[src/rtl/seg7_scan_driver.sv]
// seg7_scan_driver: time-multiplexed hex display driver with double-buffered, frame-aligned updates
//   clk, reset (async, active-high)
//   digits/digit_en/blink/dp_in: per-digit value, enable, blink and decimal point, captured on load
//   seg/dp/an: registered active-low cathodes and anodes; pending: update waiting; frame_done: wrap pulse
module seg7_scan_driver #(
   parameter int NUM_DIGITS   = 4,
   parameter int REFRESH_DIV  = 100000,
   parameter int BLINK_FRAMES = 250
) (
   input  logic                    clk,
   input  logic                    reset,
   input  logic [4*NUM_DIGITS-1:0] digits,
   input  logic [NUM_DIGITS-1:0]   digit_en,
   input  logic [NUM_DIGITS-1:0]   blink,
   input  logic [NUM_DIGITS-1:0]   dp_in,
   input  logic                    load,
   output logic [6:0]              seg,
   output logic                    dp,
   output logic [NUM_DIGITS-1:0]   an,
   output logic                    pending,
   output logic                    frame_done
);
   localparam int DW = $clog2(REFRESH_DIV);
   localparam int IW = NUM_DIGITS > 1 ? $clog2(NUM_DIGITS) : 1;
   localparam int BW = BLINK_FRAMES > 1 ? $clog2(BLINK_FRAMES) : 1;
   logic [DW-1:0]              div_cnt;
   logic [IW-1:0]              idx;
   logic [BW-1:0]              blink_cnt;
   logic                       blink_phase, tick, wrap, vis;
   logic [NUM_DIGITS-1:0][3:0] pend_val, act_val;
   logic [NUM_DIGITS-1:0]      pend_en, pend_blink, pend_dp, act_en, act_blink, act_dp;
   logic [6:0]                 seg_nxt;
   assign tick = div_cnt == DW'(REFRESH_DIV - 1);
   assign wrap = tick && idx == IW'(NUM_DIGITS - 1);
   assign vis  = act_en[idx] && !(act_blink[idx] && blink_phase);
   always_comb begin
      case (act_val[idx])
         4'h0: seg_nxt = 7'b1000000;
         4'h1: seg_nxt = 7'b1111001;
         4'h2: seg_nxt = 7'b0100100;
         4'h3: seg_nxt = 7'b0110000;
         4'h4: seg_nxt = 7'b0011001;
         4'h5: seg_nxt = 7'b0010010;
         4'h6: seg_nxt = 7'b0000010;
         4'h7: seg_nxt = 7'b1111000;
         4'h8: seg_nxt = 7'b0000000;
         4'h9: seg_nxt = 7'b0010000;
         4'hA: seg_nxt = 7'b0001000;
         4'hB: seg_nxt = 7'b0000011;
         4'hC: seg_nxt = 7'b1000110;
         4'hD: seg_nxt = 7'b0100001;
         4'hE: seg_nxt = 7'b0000110;
         default: seg_nxt = 7'b0001110;
      endcase
   end
   always_ff @(posedge clk or posedge reset) begin
      if (reset) begin
         div_cnt     <= '0;
         idx         <= '0;
         blink_cnt   <= '0;
         blink_phase <= 1'b0;
         pending     <= 1'b0;
         pend_val    <= '0;
         pend_en     <= '0;
         pend_blink  <= '0;
         pend_dp     <= '0;
         act_val     <= '0;
         act_en      <= '0;
         act_blink   <= '0;
         act_dp      <= '0;
         seg         <= '1;
         dp          <= 1'b1;
         an          <= '1;
         frame_done  <= 1'b0;
      end else begin
         div_cnt    <= tick ? '0 : div_cnt + 1'b1;
         frame_done <= wrap;
         if (tick)
            idx <= wrap ? '0 : idx + 1'b1;
         if (wrap) begin
            blink_cnt <= blink_cnt == BW'(BLINK_FRAMES - 1) ? '0 : blink_cnt + 1'b1;
            if (blink_cnt == BW'(BLINK_FRAMES - 1))
               blink_phase <= ~blink_phase;
         end
         if (load) begin
            pend_val   <= digits;
            pend_en    <= digit_en;
            pend_blink <= blink;
            pend_dp    <= dp_in;
         end
         // a load landing on the wrap bypasses the pending buffer so it shows this frame
         if (load && wrap) begin
            act_val   <= digits;
            act_en    <= digit_en;
            act_blink <= blink;
            act_dp    <= dp_in;
            pending   <= 1'b0;
         end else if (load) begin
            pending <= 1'b1;
         end else if (wrap && pending) begin
            act_val   <= pend_val;
            act_en    <= pend_en;
            act_blink <= pend_blink;
            act_dp    <= pend_dp;
            pending   <= 1'b0;
         end
         seg <= vis ? seg_nxt : '1;
         dp  <= vis ? ~act_dp[idx] : 1'b1;
         an  <= vis ? ~(NUM_DIGITS'(1) << idx) : '1;
      end
   end
endmodule

[config.mk]
export PLATFORM = sky130hd
export DESIGN_NAME = seg7_scan_driver
export DESIGN_NICKNAME = d
export VERILOG_FILES = /design/src/rtl/seg7_scan_driver.sv
export SDC_FILE = /design/constraint.sdc
export NUM_CORES = 1
export LEC_CHECK = 0
export CAP_MARGIN = 0
export CORE_ASPECT_RATIO = 1.5
export CORE_MARGIN = 10
export CORE_UTILIZATION = 35
export CTS_BUF_LIST = sky130_fd_sc_hd__clkbuf_8
export DETAILED_ROUTE_END_ITERATION = 6
export GPL_ROUTABILITY_DRIVEN = 1
export PLACE_DENSITY_LB_ADDON = 0.15
export SLEW_MARGIN = 10
export SYNTH_ARGS = -nofsm -noshare
export SYNTH_HDL_FRONTEND = slang
export SYNTH_SLANG_ARGS = --single-unit
[constraint.sdc]
create_clock -name clk -period 3.3 [get_ports clk]
set_clock_uncertainty 0.2 [all_clocks]
set_input_delay 0.66 -clock clk [delete_from_list [all_inputs] [get_ports clk]]
set_output_delay 0.66 -clock clk [all_outputs]
set_load 0.01 [all_outputs]
==> summary.txt <==
Status: complete, no violations
Nets@finish: 434
Initial Util: 35.8%
Post-Layout Cell Count: 551
Leakage: 2.27 nW
IR drop worst, VDD: 0.000178 V
RSZ-0062 raised after global routing: no
Mean Syn Cell Area: 13.2 sq um
R2R cell count: 5
Cell taking the most area after synthesis: dfrtp_1
Reg2reg setup slack: 0.80 ns
P per Cell Area: 425 nW/um^2
Num Clock Sinks: 98
Routed len/inst: 17.0 um
Cts bufs inserted: 9
Place WS: 0.751 ns
CTS tree: yes
Fin crit share: 75.6%
Count leader, synth: dfrtp_1
CTS resizes: 0
Least-Margin Pin Slew: 0.476 ns
Synth cell count leaders: dfrtp_1 (86), mux2_2 (59), nand2_1 (20)
Crit Reg-Reg Endpoint: act_val[13]
Critical setup path kind: reg -> reg
Routed wire length: 9360 um
Hold path depth: 1
CP Launch Type: register
Worst-Skew Late Latency: 0.37 ns
Share of the synthesized area in the top cell type: 48.1%
Buf/Inv on CP: 1
Post-synth EDFFs: 0
Max incr delay on CP: 0.47 ns
Hold Path Class: reg -> reg
Main area contributors after synthesis: dfrtp_1 (48%), mux2_2 (15%), dfstp_2 (7.0%)
Min Clock Period, post-route: 2.50 ns
WP data arrival: 2.55 ns
Top_reg_cell synth: dfrtp_1
DR vias/cell: 5.08
Vias in the first global route: 3070
Max Clk Rate: 401 MHz
Die Ht: 158 um
IO Pins: 45
Final Hold Violating Endpoints: 0
Die X-Extent: 112 um
Fillers: 1207
Relative slew margins: 68.3%
Clk slew on worst S/H paths: 0.09 ns
Hold buffer count at CTS: 0
Setup Buffers After CTS: 0
Clk buf depth: 2
Slowest cell on crit path: dfrtp_1
Sequential element share of the synthesized area: 55.2%
Total iterations of the first detailed-routing run: 4
Synth Net Count: 383
DRC Markers: 0
Placed cell count: 535
Cell family with most CP delay: simple AND/OR/NAND/NOR gates
Area growth, synth to finish: 19.6%
Fin. max-slew vios: 0
CP endpoint kind: register
Async set-reset flop share out of synthesis: 100%
Final RePlAce weighted congestion: 0.809
Crit path max fanout: 28
Die ar.: 17800 sq um
# rows: 50
GRT Total Usage: 11.0%
Antenna violations before repair: 0
CTS H-tree depth: 3
Vias: 2798
CP Cell Sequence: nor4_4 > nand3_2 > nor3_4 > buf_12 > mux2_2
Syn Std Cell Area: 4470 sq um
Critical hold path startpoint: blink_phase
Post-layout util: 42.8%
Final Setup Violations: 0
PortBufs: 44
Worst r2r src: div_cnt[8]
Clock root buffer: clkbuf_8
Largest net degree at the start of global routing: 63
Gate Count Post-Synth: 339
Overflow after GRT: 0
Post-synthesis cell type count: 42
Ant diodes: 0
Final TNS setup: 0 ns
Detail Route Antenna Nets: 0
Final HPWL DP: 6660 um
Share of layout cells above drive strength 1: 27.8%
Global-route wire length before repair: 15700 um
Worst Setup Slack, final: 0.805 ns
Req. time, crit path: 3.35 ns
Max-cap violations: 0
Synthesized flop and latch total: 98
DR iter-0 viols: 113
Worst Hold End: blink_phase
Core Region: 12500 sq um
Ys Warns: 0
## routing by layer
metal | vias up | track usage, % | routed length, um | part of all wire [%]
met5 | - | 0 | 0 | 0
met4 | 0 | 6.12 | 201 | 2.1
met3 | 11 | 2.30 | 291 | 3.1
met2 | 37 | 19.3 | 4920 | 53
met1 | 1424 | 12.1 | 3950 | 42
li1 | 1326 | - | - | -
## registers in the layout, summed over array words and instances, names as in the netlist
register / count
pending: 1
pend_dp: 4
frame_done: 1
act_en: 4
pend_val: 16
act_val: 16
blink_phase: 1
pend_blink: 4
dp: 1
pend_en: 4
blink_cnt: 8
div_cnt: 17
seg: 7
idx: 2
an: 4
act_blink: 4
act_dp: 4
## kinds of logic after synthesis
family / Yosys count / share of synthesized area (%)
adders and majority gates: 13 / 3.64
and+or+nand+nor: 85 / 10.6
buffers and inverters: 23 / 2.38
xor gates and xnor gates: 19 / 3.72
AOI/OAI and AO/OA: 30 / 4.73
muxes: 71 / 19.8
DFF: 98 / 55.2
## placed cells by master (no fill, tap or decap), drive strengths merged, types with 2 or more instances in the layout
cell type	n
dfstp	12
clkdlybuf4s50	44
o21ai	7
a21oi	3
nor2	18
nand4	6
and4b	2
and3	6
o41ai	3
o311ai	2
or3	3
buf	9
nor3	3
nor3b	2
xnor2	7
clkinv	3
nor4	3
mux4	8
nor2b	2
nand3	13
o31ai	8
xor2	12
nand2	20
o211ai	2
mux2	59
dfrtp	86
mux2i	4
and4	4
inv	9
ha	13
clkbuf	12
## cell type report
type	instances	area, sq um	share of cell area [%]
clock inverters	4	48.8	0.912
inverters	10	41.3	0.772
clock buffers	12	165	3.09
well taps	156	195	3.65
flip-flops and latches	98	2470	46.1
multi-input cells	218	1900	35.5
repair buffers	53	533	9.96
## power breakdown
group | internal (mW) | switching, mW | total, mW | leakage (nW)
Combinational | 0.0968 | 0.0757 | 0.172 | 0.924
Sequential | 1.25 | 0.0171 | 1.27 | 1.23
Clock | 0.412 | 0.417 | 0.829 | 0.112
## worst register-to-register path: cells and delay by family (launching register included)
kind	cells	cell delay [ns]
buffers and inverters	1	0.23
flip-flops	1	0.47
multiplexers	1	0.37
AND/OR/NAND/NOR	3	1.12
## worst max-delay path by stage
stage          depth (start not counted)          end  slack [ns]       start
6_report                               5  act_val[13]        0.80  div_cnt[8]
5_1_grt                                5   act_val[5]        0.64  div_cnt[8]
4_1_cts                                5   act_val[0]        0.78  div_cnt[8]
3_5_place_dp                           4   act_val[8]        0.75        load
3_3_place_gp                           4   act_val[0]        0.74        load
2_1_floorplan                          4   act_val[2]        1.01        load
## metrics by stage
stage               power, mW  area, sq um  hold slack [ns]
floorplan                1.39         4480            0.241
finish                   2.27         5350            0.271
CTS                      2.31         5350            0.279
global route             2.38         5350            0.316
global placement         1.47         5140            0.258
detailed placement       1.47         5140            0.265
(Power assumes the default switching activity.)
